===== config.mk =====
export PLATFORM = sky130hd
export DESIGN_NAME = pic_intc
export DESIGN_NICKNAME = d
export VERILOG_FILES = /design/src/rtl/pic_pkg.sv /design/src/rtl/pic_prio_res.sv /design/src/rtl/pic_intc.sv
export SDC_FILE = /design/constraint.sdc
export NUM_CORES = 1
export LEC_CHECK = 0
export CAP_MARGIN = 0
export CORE_MARGIN = 5
export CORE_UTILIZATION = 60
export CTS_CLUSTER_DIAMETER = 200
export DETAILED_ROUTE_END_ITERATION = 10
export DONT_BUFFER_PORTS = 1
export PLACE_DENSITY = 0.76
export SKIP_LAST_GASP = 1
export SYNTH_ARGS = -nofsm -noshare
export SYNTH_HDL_FRONTEND = slang
export SYNTH_HIERARCHICAL = 1
export SYNTH_SLANG_ARGS = --single-unit

===== constraint.sdc =====
create_clock -name clk -period 7.4 [get_ports clk]
set_input_delay 0.37 -clock clk [delete_from_list [all_inputs] [get_ports clk]]
set_output_delay 0.37 -clock clk [all_outputs]
set_load 0.02 [all_outputs]

===== src/rtl/pic_pkg.sv =====
// Shared constants and types for the pic_intc interrupt controller.
package pic_pkg;

  localparam logic [1:0] WA_IMR   = 2'd0;
  localparam logic [1:0] WA_CTRL  = 2'd1;
  localparam logic [1:0] WA_VBASE = 2'd2;
  localparam logic [1:0] WA_EOI   = 2'd3;

  localparam logic [1:0] RA_IMR = 2'd0;
  localparam logic [1:0] RA_IRR = 2'd1;
  localparam logic [1:0] RA_ISR = 2'd2;
  localparam logic [1:0] RA_CFG = 2'd3;

  localparam int CTRL_LTIM = 0;
  localparam int CTRL_ROT  = 1;
  localparam int CTRL_AEOI = 2;
  localparam int CTRL_W    = 3;

  localparam logic [7:0] VBASE_RST = 8'h20;

  typedef enum logic [1:0] {IDLE, REQ, VEC} state_t;

endpackage


===== src/rtl/pic_prio_res.sv =====
// Rotating find-first: returns the first set bit scanning upward from ptr+1
// with wrap-around.
module pic_prio_res #(
  parameter int NUM_IRQ = 8,
  parameter int IDX_W   = $clog2(NUM_IRQ)
) (
  input  logic [NUM_IRQ-1:0] vec,
  input  logic [IDX_W-1:0]   ptr,
  output logic               found,
  output logic [IDX_W-1:0]   idx
);

  logic [IDX_W:0] pos;

  // Scan from lowest priority to highest so the last hit wins.
  always_comb begin
    found = 1'b0;
    idx   = '0;
    pos   = '0;
    for (int k = NUM_IRQ - 1; k >= 0; k--) begin
      pos = (IDX_W+1)'(ptr) + (IDX_W+1)'(k) + (IDX_W+1)'(1);
      if (pos >= (IDX_W+1)'(NUM_IRQ)) pos = pos - (IDX_W+1)'(NUM_IRQ);
      if (vec[pos[IDX_W-1:0]]) begin
        found = 1'b1;
        idx   = pos[IDX_W-1:0];
      end
    end
  end

endmodule


===== src/rtl/pic_intc.sv =====
// Programmable interrupt controller: request latching, masking, nested
// priority resolution and INT/INTA vector handshake.
module pic_intc
  import pic_pkg::*;
#(
  parameter int  NUM_IRQ = 8,
  localparam int IDX_W   = $clog2(NUM_IRQ)
) (
  input  logic               clk,
  input  logic               reset,
  input  logic [NUM_IRQ-1:0] irq_i,
  input  logic               wr_en,
  input  logic [1:0]         wr_addr,
  input  logic [31:0]        wr_data,
  input  logic [1:0]         rd_addr,
  output logic [31:0]        rd_data,
  output logic               int_o,
  input  logic               inta_i,
  output logic [7:0]         vec_o,
  output logic               vec_valid_o
);

  logic [NUM_IRQ-1:0] imr_reg, irr_reg, isr_reg, irq_prev_reg;
  logic [NUM_IRQ-1:0] irr_next, isr_next, irr_ack_clr, isr_ack_set, isr_eoi_clr;
  logic [CTRL_W-1:0]  ctrl_reg;
  logic [7:0]         vbase_reg, vec_reg;
  logic [IDX_W-1:0]   ptr_reg, ptr_next;
  state_t             state_reg;
  logic               int_reg, vec_valid_reg;

  logic               cand_found, isr_found, qualify, ack_real;
  logic [IDX_W-1:0]   cand_idx, isr_idx, eoi_idx, spec_idx;
  logic               eoi_hit, spec_in_range;
  logic               ltim, rot, aeoi;
  logic               unused_wr_data;

  assign ltim = ctrl_reg[CTRL_LTIM];
  assign rot  = ctrl_reg[CTRL_ROT];
  assign aeoi = ctrl_reg[CTRL_AEOI];
  assign unused_wr_data = ^wr_data;

  pic_prio_res #(.NUM_IRQ(NUM_IRQ), .IDX_W(IDX_W)) u_req_res (
    .vec   (irr_reg & ~imr_reg),
    .ptr   (ptr_reg),
    .found (cand_found),
    .idx   (cand_idx)
  );

  pic_prio_res #(.NUM_IRQ(NUM_IRQ), .IDX_W(IDX_W)) u_isr_res (
    .vec   (isr_reg),
    .ptr   (ptr_reg),
    .found (isr_found),
    .idx   (isr_idx)
  );

  // Distance of an index from the current top-priority slot (0 = highest).
  function automatic logic [IDX_W:0] rank_of(input logic [IDX_W-1:0] i,
                                             input logic [IDX_W-1:0] p);
    if (i > p) return {1'b0, i} - {1'b0, p} - (IDX_W+1)'(1);
    else       return {1'b0, i} + (IDX_W+1)'(NUM_IRQ) - {1'b0, p} - (IDX_W+1)'(1);
  endfunction

  assign qualify  = cand_found &&
                    (!isr_found || (rank_of(cand_idx, ptr_reg) < rank_of(isr_idx, ptr_reg)));
  assign ack_real = (state_reg == REQ) && inta_i && qualify;

  assign spec_idx      = wr_data[IDX_W-1:0];
  assign spec_in_range = ({1'b0, spec_idx} < (IDX_W+1)'(NUM_IRQ));

  always_comb begin
    eoi_idx = isr_idx;
    eoi_hit = 1'b0;
    if (wr_en && wr_addr == WA_EOI) begin
      if (wr_data[31]) begin
        eoi_idx = spec_idx;
        eoi_hit = spec_in_range && isr_reg[spec_idx];
      end else begin
        eoi_hit = isr_found;
      end
    end
  end

  assign isr_eoi_clr = eoi_hit ? (NUM_IRQ'(1) << eoi_idx) : '0;
  assign isr_ack_set = (ack_real && !aeoi) ? (NUM_IRQ'(1) << cand_idx) : '0;
  assign irr_ack_clr = (ack_real && !ltim) ? (NUM_IRQ'(1) << cand_idx) : '0;
  // EOI clear lands before the acknowledge set when both happen together.
  assign isr_next    = (isr_reg & ~isr_eoi_clr) | isr_ack_set;

  for (genvar gi = 0; gi < NUM_IRQ; gi++) begin : g_irr
    assign irr_next[gi] = ltim ? irq_i[gi]
                               : (irq_i[gi] && (irr_reg[gi] || !irq_prev_reg[gi]) && !irr_ack_clr[gi]);
  end

  always_comb begin
    ptr_next = ptr_reg;
    if (eoi_hit && rot)           ptr_next = eoi_idx;
    if (ack_real && aeoi && rot)  ptr_next = cand_idx;
  end

  always_ff @(posedge clk or posedge reset) begin
    if (reset) begin
      imr_reg      <= '1;
      irr_reg      <= '0;
      isr_reg      <= '0;
      irq_prev_reg <= '0;
      ctrl_reg     <= '0;
      vbase_reg    <= VBASE_RST;
      ptr_reg      <= IDX_W'(NUM_IRQ - 1);
    end else begin
      irr_reg      <= irr_next;
      isr_reg      <= isr_next;
      irq_prev_reg <= irq_i;
      ptr_reg      <= ptr_next;
      if (wr_en) begin
        case (wr_addr)
          WA_IMR:   imr_reg   <= wr_data[NUM_IRQ-1:0];
          WA_CTRL:  ctrl_reg  <= wr_data[CTRL_W-1:0];
          WA_VBASE: vbase_reg <= wr_data[7:0];
          default:  ;
        endcase
      end
    end
  end

  always_ff @(posedge clk or posedge reset) begin
    if (reset) begin
      state_reg     <= IDLE;
      int_reg       <= 1'b0;
      vec_reg       <= '0;
      vec_valid_reg <= 1'b0;
    end else begin
      case (state_reg)
        IDLE: begin
          vec_valid_reg <= 1'b0;
          if (qualify) begin
            state_reg <= REQ;
            int_reg   <= 1'b1;
          end
        end
        REQ: begin
          if (inta_i) begin
            state_reg     <= VEC;
            int_reg       <= 1'b0;
            vec_valid_reg <= 1'b1;
            vec_reg       <= qualify ? (vbase_reg + 8'(cand_idx))
                                     : (vbase_reg + 8'(NUM_IRQ - 1));
          end else if (!qualify) begin
            state_reg <= IDLE;
            int_reg   <= 1'b0;
          end
        end
        VEC: begin
          vec_valid_reg <= 1'b0;
          state_reg     <= IDLE;
        end
        default: state_reg <= IDLE;
      endcase
    end
  end

  always_comb begin
    rd_data = '0;
    case (rd_addr)
      RA_IMR:  rd_data[NUM_IRQ-1:0] = imr_reg;
      RA_IRR:  rd_data[NUM_IRQ-1:0] = irr_reg;
      RA_ISR:  rd_data[NUM_IRQ-1:0] = isr_reg;
      default: rd_data[CTRL_W+7:0]  = {ctrl_reg, vbase_reg};
    endcase
  end

  assign int_o       = int_reg;
  assign vec_o       = vec_reg;
  assign vec_valid_o = vec_valid_reg;

endmodule


==> results of run 1 <==
worst paths after layout:
check	to	cells past startpoint	from
min in group asynchronous	irq_prev_reg[2]$_DFF_PP0_	2	reset
max reg2reg	vec_o[6]$_DFFE_PP0P_	26	ptr_reg[0]$_DFFE_PP1P_
max in group asynchronous	isr_reg[7]$_DFF_PP0_	2	reset
min reg2reg	int_o$_DFFE_PP0P_	1	state_reg[0]$_DFFE_PP0P_
min	irq_prev_reg[1]$_DFF_PP0_	0	irq_i[1]
max	vec_o[6]$_DFFE_PP0P_	26	ptr_reg[0]$_DFFE_PP1P_
critical path: cells and delay by family (launching register included):
family	cells	cell delay, ns
buffers and inverters	3	0.44
XOR/XNOR	1	0.14
multiplexers	2	0.98
AO/OA/AOI/OAI	9	1.49
flip-flops	1	0.56
adder cells (fa/ha/maj)	5	1.79
AND/OR/NAND/NOR	6	0.89
cell families after synthesis:
kind of cell,share of synthesized area
compound gates,0.142
fa+ha+maj,0.0587
mux,0.263
flops,0.277
buf+inv,0.0885
other cells,0.000710
simple gates,0.138
xor+xnor,0.0322
cell usage after synthesis, drive strengths merged (13+ instances only):
cell and instances:
mux4 28, buf 37, a21oi 24, ha 20
mux2i 25, o21ai 36, nor2 27, inv 31
nor2b 13, nand2 49, dfrtp 46, mux2 42
layer usage:
| metal | vias up | track usage | share of wire |
|---|---|---|---|
| met5 | - | 0 | 0 |
| li1 | 1886 | - | - |
| met4 | 0 | 0.0953 | 0.037 |
| met3 | 40 | 0.0633 | 0.098 |
| met2 | 211 | 0.376 | 0.47 |
| met1 | 2042 | 0.301 | 0.39 |
final cells by class:
class                      instances  area (um^2)
clock inverter                     1         7.51
clock buffer                      15          186
timing repair buffer               6         45.0
sequential                        58         1470
fill                             719         3250
tap                              108          135
multi-input combinational        410         3430
inverter                          32          120
stage by stage:
stage,instance area [um^2],hold slack [ns]
floorplan,5360,0.401
global placement,5190,0.402
detailed placement,5190,0.402
CTS,5390,0.0409
global route,5390,0.0357
finish,5390,0.0546
cells in the final DEF, fill, tap and decap left out, types with 20 or more instances in the layout:
cell      n
a21oi_1  22
conb_1   21
dfrtp_1  46
ha_1     20
inv_1    26
mux2_2   29
mux2i_1  23
mux4_2   26
nand2_1  49
nor2_1   27
o21ai_0  26
==> key figures, run 1 <==
Final layout
  • Layout cells sized above 1: 0.218
  • Non-Filler Instances: 630
  • Diode count: 0
  • Number of nets in the layout: 588
  • P&R area growth vs syn: 1.92%
  • Final Core Density: 0.624

Worst setup path
  • CP Data Required Time: 7.59 ns
  • Kind of critical path: reg2reg
  • CP max-delay cell: mux4_2
  • Data arrival time of the worst path: around 6.7 ns
  • CP max FO: 15
  • CP most frequent cell: ha_1
  • CP peak stage delay: between 0.6 and 0.7 ns
  • Crit. End Element: flop
  • Element type at the critical path start: flop
  • Worst R2R Setup Slack: around 0.94 ns

Floorplanning
  • Initial Utilization: 0.612
  • Placeable Area: 8640 um^2
  • I/O pin count: 90
  • Die height: around 100 um
  • Site Rows: 34
  • Horiz. Die Dim: roughly 100 um
  • Die ar.: 10800 um^2

STA
  • Setup Skew: around 0.011 ns
  • Final Cycle Share: 0.873
  • Fin crit period: 6.46 ns
  • Worst-Margin Slew: slightly above 0.8 ns
  • # setup viols final: 0
  • Slew HR: 0.451
  • Final setup TNS: 0 ns
  • Final Hold Fails: 0
  • Fmax: 155 MHz
  • Max-slew violations: 0
  • RSZ-0062 raised after global routing: false
  • Fin worst setup slack: 0.941 ns

Synthesis
  • Synth top area cells: dfrtp_1 22%, mux4_2 11%, mux2_2 6.2%
  • Syn_area_per_cell: 10.1 um^2
  • Synth Register Bits: 58
  • Synth unique cells: 66
  • Async SR Flop Fraction: 1.00
  • Number of synthesized flops with an enable pin: 0
  • Seq/Total Area, Yosys: 0.277
  • Syn Inst Count: roughly 520
  • Yosys warns: 6
  • Synth area leader: dfrtp_1
  • Yosys top cell area share: 0.218
  • Mapped cell area: 5290 um^2
  • Ys flop type: dfrtp_1

Place
  • Hpwl dp: 9.48 mm
  • Routability cong.: 0.960
  • Port Buf Inserts: 0
  • Placed cell count: 614
  • Setup slack after placement: 0.988 ns

Drt
  • Initial DRC Count: 311
  • TritonRoute pass-1 iters: 5
  • Via/cell ratio: 6.63
  • Routed Antenna Nets: 0
  • Final WL: 12.7 mm
  • Wirelength per Cell: 20.2 um
  • Via count: approximately 4200
  • DRC: 0

GRT
  • Largest net degree at the start of global routing: 59
  • GR Util All Layers: 0.234
  • Overflow after GRT: 0
  • First-pass GRT wire length: 20.7 mm
  • Vias in the first global route: 4013
  • Initial antenna violation count: 0

Clocking
  • CTS root buf: clkbuf_8
  • H-tree levels: 3
  • CTS sink count: 58
  • Post-CTS setup buffer count: 0
  • Clk buf depth: 2
  • Worst-path clk slew: 0.07 ns
  • Total CTS buffers: 9
  • Post-CTS sizing: 0
  • Clock Latency Late Sink: 0.34 ns
  • # hold bufs at CTS: 0
  • TritonCTS clock tree: built

Status
  • Status: finished, final reports clean

Flow run
  • Max-Cap Viols: 0

Hold path
  • Worst hold path class: in2reg
Power of run 1 is left out: the tool's default activity adds up to more than one toggle a clock period on the data nets, which glitch-free logic cannot reach.
==> run 2: changes to the inputs <==
--- a/config.mk
+++ b/config.mk
@@ -11,7 +11,8 @@
 export CTS_CLUSTER_DIAMETER = 200
 export DETAILED_ROUTE_END_ITERATION = 10
 export DONT_BUFFER_PORTS = 1
-export PLACE_DENSITY = 0.76
+export PLACE_DENSITY = 0.73
+export RECOVER_POWER = 25
 export SKIP_LAST_GASP = 1
 export SYNTH_ARGS = -nofsm -noshare
 export SYNTH_HDL_FRONTEND = slang
==> key figures, run 2 (synthesis gave the netlist of run 1 again) <==
GRT
  • Vias in the first global route: 3974 (-0.97%)
  • Overflow after GRT: 0 (unchanged)
  • Largest net degree at the start of global routing: 52 (-12%)
  • GR Util All Layers: 0.233 (-0.00196)
  • First-pass GRT wire length: 20.7 mm (+0.27%)
  • Initial antenna violation count: 0 (unchanged)

Flow run
  • Max-Cap Viols: 0 (unchanged)

Drt
  • DRC: 0 (unchanged)
  • Routed Antenna Nets: 0 (unchanged)
  • Final WL: 12.7 mm (-0.13%)
  • Via count: 4177 (-0.048%)
  • Via/cell ratio: 6.63 (about the same)
  • Wirelength per Cell: 20.1 um (-0.13%)
  • Initial DRC Count: 404 (+30%)
  • TritonRoute pass-1 iters: 5 (unchanged)

Final layout
  • Layout cells sized above 1: 0.213 (-0.00575)
  • Commonest non-fill, non-tap cell in the layout: nand2_1
  • Most frequent cells in the layout: 49 x nand2_1, 46 x dfrtp_1, 27 x inv_1, 27 x mux2_2, 27 x nor2_1
  • Diode count: 0 (unchanged)
  • Non-Filler Instances: 630 (unchanged)
  • Number of nets in the layout: 588 (unchanged)
  • P&R area growth vs syn: 2.06%

Worst setup path
  • CP max-delay cell: ha_1
  • Data arrival time of the worst path: 6.95 ns (+0.30 ns)
  • CP Data Required Time: 7.59 ns (about the same)
  • CP max FO: 39 (+24)
  • CP top delay family: adder cells
  • Element type at the critical path start: flop
  • Reg2reg start: ptr_reg[0]$_DFFE_PP1P_
  • Worst-path cell chain: buf_4, inv_2, ha_1, mux4_2, mux2i_2, o21ai_1, a211o_1, nor4_1, a311o_1, ha_1, inv_1, fa_1, xor2_1, ha_1, a211o_1, o22ai_2, buf_4, nand2b_1, ha_1, a21oi_1, nor3_1, xnor2_1, o21ai_0
  • R2R Path End: vec_o[7]$_DFFE_PP0P_
  • Crit path buffers/inverters: 4 (+1)
  • Crit. End Element: flop
  • Kind of critical path: reg2reg
  • CP peak stage delay: 0.69 ns (about the same)
  • CP most frequent cell: ha_1
  • Worst R2R Setup Slack: 0.64 ns (-0.30 ns)
  • R2R cell count: 23 (-12%)

Floorplanning
  • I/O pin count: 90 (unchanged)
  • Die ar.: 10800 um^2 (unchanged)
  • Die height: 104 um (unchanged)
  • Horiz. Die Dim: 104 um (unchanged)
  • Placeable Area: 8640 um^2 (unchanged)
  • Site Rows: 34 (unchanged)
  • Initial Utilization: 0.612 (unchanged)

STA
  • WHS: 0.0547 ns (+0.000179 ns)
  • Slew HR: 0.140 (-0.311)
  • Setup Skew: 0.00460 ns (-0.00601 ns)
  • RSZ-0062 raised after global routing: false
  • # setup viols final: 0 (unchanged)
  • Fin crit period: 6.76 ns (+0.301 ns)
  • Final setup TNS: 0 ns (unchanged)
  • Final Cycle Share: 0.914 (+0.0407)
  • Max-slew violations: 0 (unchanged)
  • Worst-Margin Slew: 1.29 ns (+0.467 ns)
  • Fmax: 148 MHz (-4.5%)
  • Final Hold Fails: 0 (unchanged)

Clocking
  • Clock Latency Late Sink: 0.34 ns (about the same)
  • Post-CTS sizing: 0 (unchanged)
  • Clk buf depth: 2 (unchanged)
  • Post-CTS setup buffer count: 0 (unchanged)
  • Worst-path clk slew: 0.07 ns (about the same)
  • CTS sink count: 58 (unchanged)
  • CTS root buf: clkbuf_8
  • Total CTS buffers: 9 (unchanged)
  • TritonCTS clock tree: built
  • H-tree levels: 3 (unchanged)

Hold path
  • Hold path endpoint: irq_prev_reg[1]$_DFF_PP0_
  • Hold Startpoint: irq_i[1]
  • Hold path depth: 0 (unchanged)
  • Worst hold path class: in2reg

Status
  • Status: finished, final reports clean

Place
  • Hpwl dp: 9.41 mm (-0.71%)
  • Placed cell count: 613 (-0.16%)
  • Routability cong.: 0.893 (-7.0%)
  • Port Buf Inserts: 0 (unchanged)
## run 2: worst max-delay path by stage
stage                                 endpoint  slack (ns)  depth (start not counted)                   start
after floorplan           vec_o[6]$_DFFE_PP0P_        1.28                         29  ptr_reg[0]$_DFFE_PP1P_
after global placement    vec_o[7]$_DFFE_PP0P_        0.87                         23  ptr_reg[0]$_DFFE_PP1P_
after detailed placement  vec_o[7]$_DFFE_PP0P_        0.69                         23  ptr_reg[0]$_DFFE_PP1P_
after CTS                 vec_o[7]$_DFFE_PP0P_        0.67                         23  ptr_reg[0]$_DFFE_PP1P_
after global routing      vec_o[7]$_DFFE_PP0P_        0.16                         24  ptr_reg[0]$_DFFE_PP1P_
final                     vec_o[7]$_DFFE_PP0P_        0.64                         23  ptr_reg[0]$_DFFE_PP1P_
## run 2: layout make-up
cell class              count  area, um^2
repair buffers              6        47.5
multi-input cells         410        3420
well taps                 108         135
flip-flops and latches     58        1470
clock inverters             6        66.3
clock buffers              10         138
fillers                   701        3240
inverters                  32         120
## run 2: worst register-to-register path, cell delays in order (launching register included)
cell and delay [ns]:
dfstp_2 0.54, buf_4 0.47, inv_2 0.19, ha_1 0.69, mux4_2 0.68, mux2i_2 0.33, o21ai_1 0.10, a211o_1 0.26
nor4_1 0.23, a311o_1 0.27, ha_1 0.21, inv_1 0.08, fa_1 0.38, xor2_1 0.16, ha_1 0.18, a211o_1 0.30
o22ai_2 0.22, buf_4 0.26, nand2b_1 0.08, ha_1 0.32, a21oi_1 0.28, nor3_1 0.12, xnor2_1 0.20, o21ai_0 0.10
## run 2: through the flow
step	setup slack [ns]	cell area (um^2)	util
after floorplan	1.28	5360	-
after global placement	0.866	5180	0.600
after detailed placement	0.685	5180	0.600
after CTS	0.671	5400	0.625
after global routing	0.156	5390	0.625
final	0.640	5390	0.625
## run 2: timing repair
action                     CTS  global route
setup endpoints to repair    0             0
hold buffers                 1             0
hold endpoints to repair     7             0
## run 2: routing by layer
metal | vias up | global-route usage | wire [um]
li1 | 1889 | - | -
met5 | - | 0 | 0
met3 | 21 | 0.0639 | 1160
met2 | 203 | 0.385 | 6180
met1 | 2064 | 0.305 | 5170
met4 | 0 | 0.0546 | 178
Power of run 2 is left out for the same reason.
==> run 3: changes to the inputs <==
--- a/config.mk
+++ b/config.mk
@@ -6,14 +6,16 @@
 export NUM_CORES = 1
 export LEC_CHECK = 0
 export CAP_MARGIN = 0
+export CORE_ASPECT_RATIO = 1.1
 export CORE_MARGIN = 5
-export CORE_UTILIZATION = 60
+export CORE_UTILIZATION = 59
 export CTS_CLUSTER_DIAMETER = 200
 export DETAILED_ROUTE_END_ITERATION = 10
 export DONT_BUFFER_PORTS = 1
-export PLACE_DENSITY = 0.73
+export PLACE_DENSITY = 0.75
 export RECOVER_POWER = 25
 export SKIP_LAST_GASP = 1
+export SLEW_MARGIN = 20
 export SYNTH_ARGS = -nofsm -noshare
 export SYNTH_HDL_FRONTEND = slang
 export SYNTH_HIERARCHICAL = 1
==> constraint.sdc (replaced) <==
create_clock -name clk -period 5.7 [get_ports clk]
set_input_delay 0.285 -clock clk [delete_from_list [all_inputs] [get_ports clk]]
set_output_delay 0.285 -clock clk [all_outputs]
set_load 0.02 [all_outputs]
==> key figures, run 3 (synthesis gave the netlist of run 1 again) <==
Clocking
  • H-tree levels: 3 (unchanged)
  • TritonCTS clock tree: built
  • Worst-path clk slew: 0.07 ns (about the same)
  • Clock Latency Late Sink: 0.34 ns (about the same)
  • CTS root buf: clkbuf_8
  • Clk buf depth: 2 (unchanged)
  • CTS sink count: 58 (unchanged)
  • Total CTS buffers: 9 (unchanged)

STA
  • Max-slew violations: 59 (+59)
  • Slew HR: -1.00 (-1.14)
  • Final Cycle Share: 0.979 (+0.0650)
  • # setup viols final: 0 (unchanged)
  • Setup Skew: 0.00768 ns (+0.00308 ns)
  • Fmax: 179 MHz (+21%)
  • Fin crit period: 5.58 ns (-1.18 ns)
  • RSZ-0062 raised after global routing: true
  • Worst-Margin Slew: 3.00 ns (+1.72 ns)
  • Fin worst setup slack: 0.122 ns (-0.518 ns)
  • Final Hold Fails: 0 (unchanged)

GRT
  • Overflow after GRT: 0 (unchanged)
  • Vias in the first global route: 4513 (+14%)
  • Initial antenna violation count: 0 (unchanged)
  • First-pass GRT wire length: 23.2 mm (+12%)
  • GR Util All Layers: 0.269 (+0.0369)
  • Largest net degree at the start of global routing: 59 (+13%)

Worst setup path
  • CP max FO: 24 (-38%)
  • CP Data Required Time: 5.89 ns (-1.70 ns)
  • Worst R2R Setup Slack: 0.12 ns (-0.52 ns)
  • Kind of critical path: reg2reg
  • Crit. End Element: flop
  • Element type at the critical path start: flop
  • R2R Path End: vec_o[7]$_DFFE_PP0P_
  • R2R cell count: 23 (unchanged)
  • Reg2reg start: ptr_reg[0]$_DFFE_PP1P_
  • Data arrival time of the worst path: 5.77 ns (-1.18 ns)

Place
  • Routability cong.: 0.975 (+9.2%)
  • DP Area: 5520 um^2 (+6.5%)
  • Hpwl dp: 10.2 mm (+8.5%)
  • Setup slack after placement: -0.125 ns (-0.811 ns)
  • Port Buf Inserts: 0 (unchanged)

Floorplanning
  • I/O pin count: 90 (unchanged)
  • Die height: 109 um (+5.2%)
  • Die ar.: 11000 um^2 (+1.5%)
  • Site Rows: 36 (+5.9%)
  • Initial Utilization: 0.599 (-0.0134)
  • Horiz. Die Dim: 100 um (-3.5%)
  • Placeable Area: 8830 um^2 (+2.2%)

Hold path
  • Hold path endpoint: irr_reg[1]$_DFF_PP0_
  • Hold path depth: 1 (+1)
  • Hold Startpoint: irq_i[1]
  • Worst hold path class: in2reg

Final layout
  • Layout cells sized above 1: 0.322 (+0.109)
  • Footprint of the multi-input gates: 3630 um^2 (+6.0%)
  • Number of fill cells: 653 (-6.8%)
  • Number of nets in the layout: 638 (+8.5%)
  • Commonest non-fill, non-tap cell in the layout: nand2_1
  • P&R area growth vs syn: 14.8%
  • Most frequent cells in the layout: 47 x nand2_1, 46 x dfrtp_1, 42 x buf_4
  • Sequential Area: 1470 um^2 (unchanged)
  • Diode count: 0 (unchanged)
  • Post-layout instance area: 6070 um^2 (+12%)
  • Final Core Density: 0.687 (+0.0625)

Drt
  • Wirelength per Cell: 20.7 um (+2.7%)
  • Routed Antenna Nets: 0 (unchanged)
  • DRC: 0 (unchanged)
  • Via count: 4423 (+5.9%)
  • Final WL: 14.2 mm (+12%)
  • TritonRoute pass-1 iters: 5 (unchanged)
  • Initial DRC Count: 310 (-23%)
  • Via/cell ratio: 6.45 (-2.8%)

Status
  • Violated checks: max-capacitance violations, max-slew violations
  • Status: finished with violations

Flow run
  • Max-Cap Viols: 1 (+1)
-- run 3: critical path, cell delays in order, from the launching register on --
cell	delay, ns
dfstp_2	0.58
buf_12	0.13
buf_12	0.18
mux2_2	0.40
mux4_2	0.51
nor3b_2	0.19
a211o_1	0.19
nor4_2	0.07
a311o_2	0.38
ha_4	0.24
nor3_2	0.16
a21oi_1	0.05
o31ai_1	0.19
and3_1	0.19
ha_1	0.24
a211o_1	0.30
o22ai_4	0.25
nand2_2	0.10
ha_1	0.29
a21o_1	0.20
a21oi_4	0.25
nor3_4	0.08
xnor2_1	0.18
o21ai_1	0.07
-- run 3: how the worst max path moves through the flow --
stage | from | to | slack (ns)
3_3_place_gp | ptr_reg[0]$_DFFE_PP1P_ | vec_o[6]$_DFFE_PP0P_ | 0.05
4_1_cts | ptr_reg[0]$_DFFE_PP1P_ | vec_o[7]$_DFFE_PP0P_ | 0.01
5_1_grt | ptr_reg[0]$_DFFE_PP1P_ | vec_o[7]$_DFFE_PP0P_ | -0.11
2_1_floorplan | ptr_reg[0]$_DFFE_PP1P_ | vec_o[6]$_DFFE_PP0P_ | -0.13
3_5_place_dp | ptr_reg[0]$_DFFE_PP1P_ | vec_o[6]$_DFFE_PP0P_ | -0.13
6_report | ptr_reg[0]$_DFFE_PP1P_ | vec_o[7]$_DFFE_PP0P_ | 0.12
-- run 3: area by class of cell --
cell class	count	area share
clock buffer	11	0.0250
clock inverter	5	0.0140
inverter	32	0.0210
multi-input combinational	410	0.598
sequential	58	0.242
tap	114	0.0235
timing repair buffer	56	0.0769
-- run 3: repair_timing --
item | 4_1_cts | 5_1_grt
pin swaps | 2 | 20
hold buffers | 8 | 0
endpoints found under the hold margin | 8 | 0
buffers inserted | 2 | 12
resized for setup | 3 | 21
setup endpoints to repair | 5 | 6
-- run 3: stage by stage --
stage,TNS [ns],hold WS (ns),std cells
CTS,0,0.0462,674
detailed placement,-0.442,0.317,648
finish,0,0.0580,686
global route,-0.459,0.0464,686
floorplan,-0.231,0.316,544
global placement,0,0.317,648
-- run 3: layer usage --
layer | part of all wire | track usage
met5 | 0 | 0
met2 | 0.51 | 0.471
met4 | 0.034 | 0.124
met3 | 0.066 | 0.0499
met1 | 0.39 | 0.321
Power of run 3 is left out for the same reason.
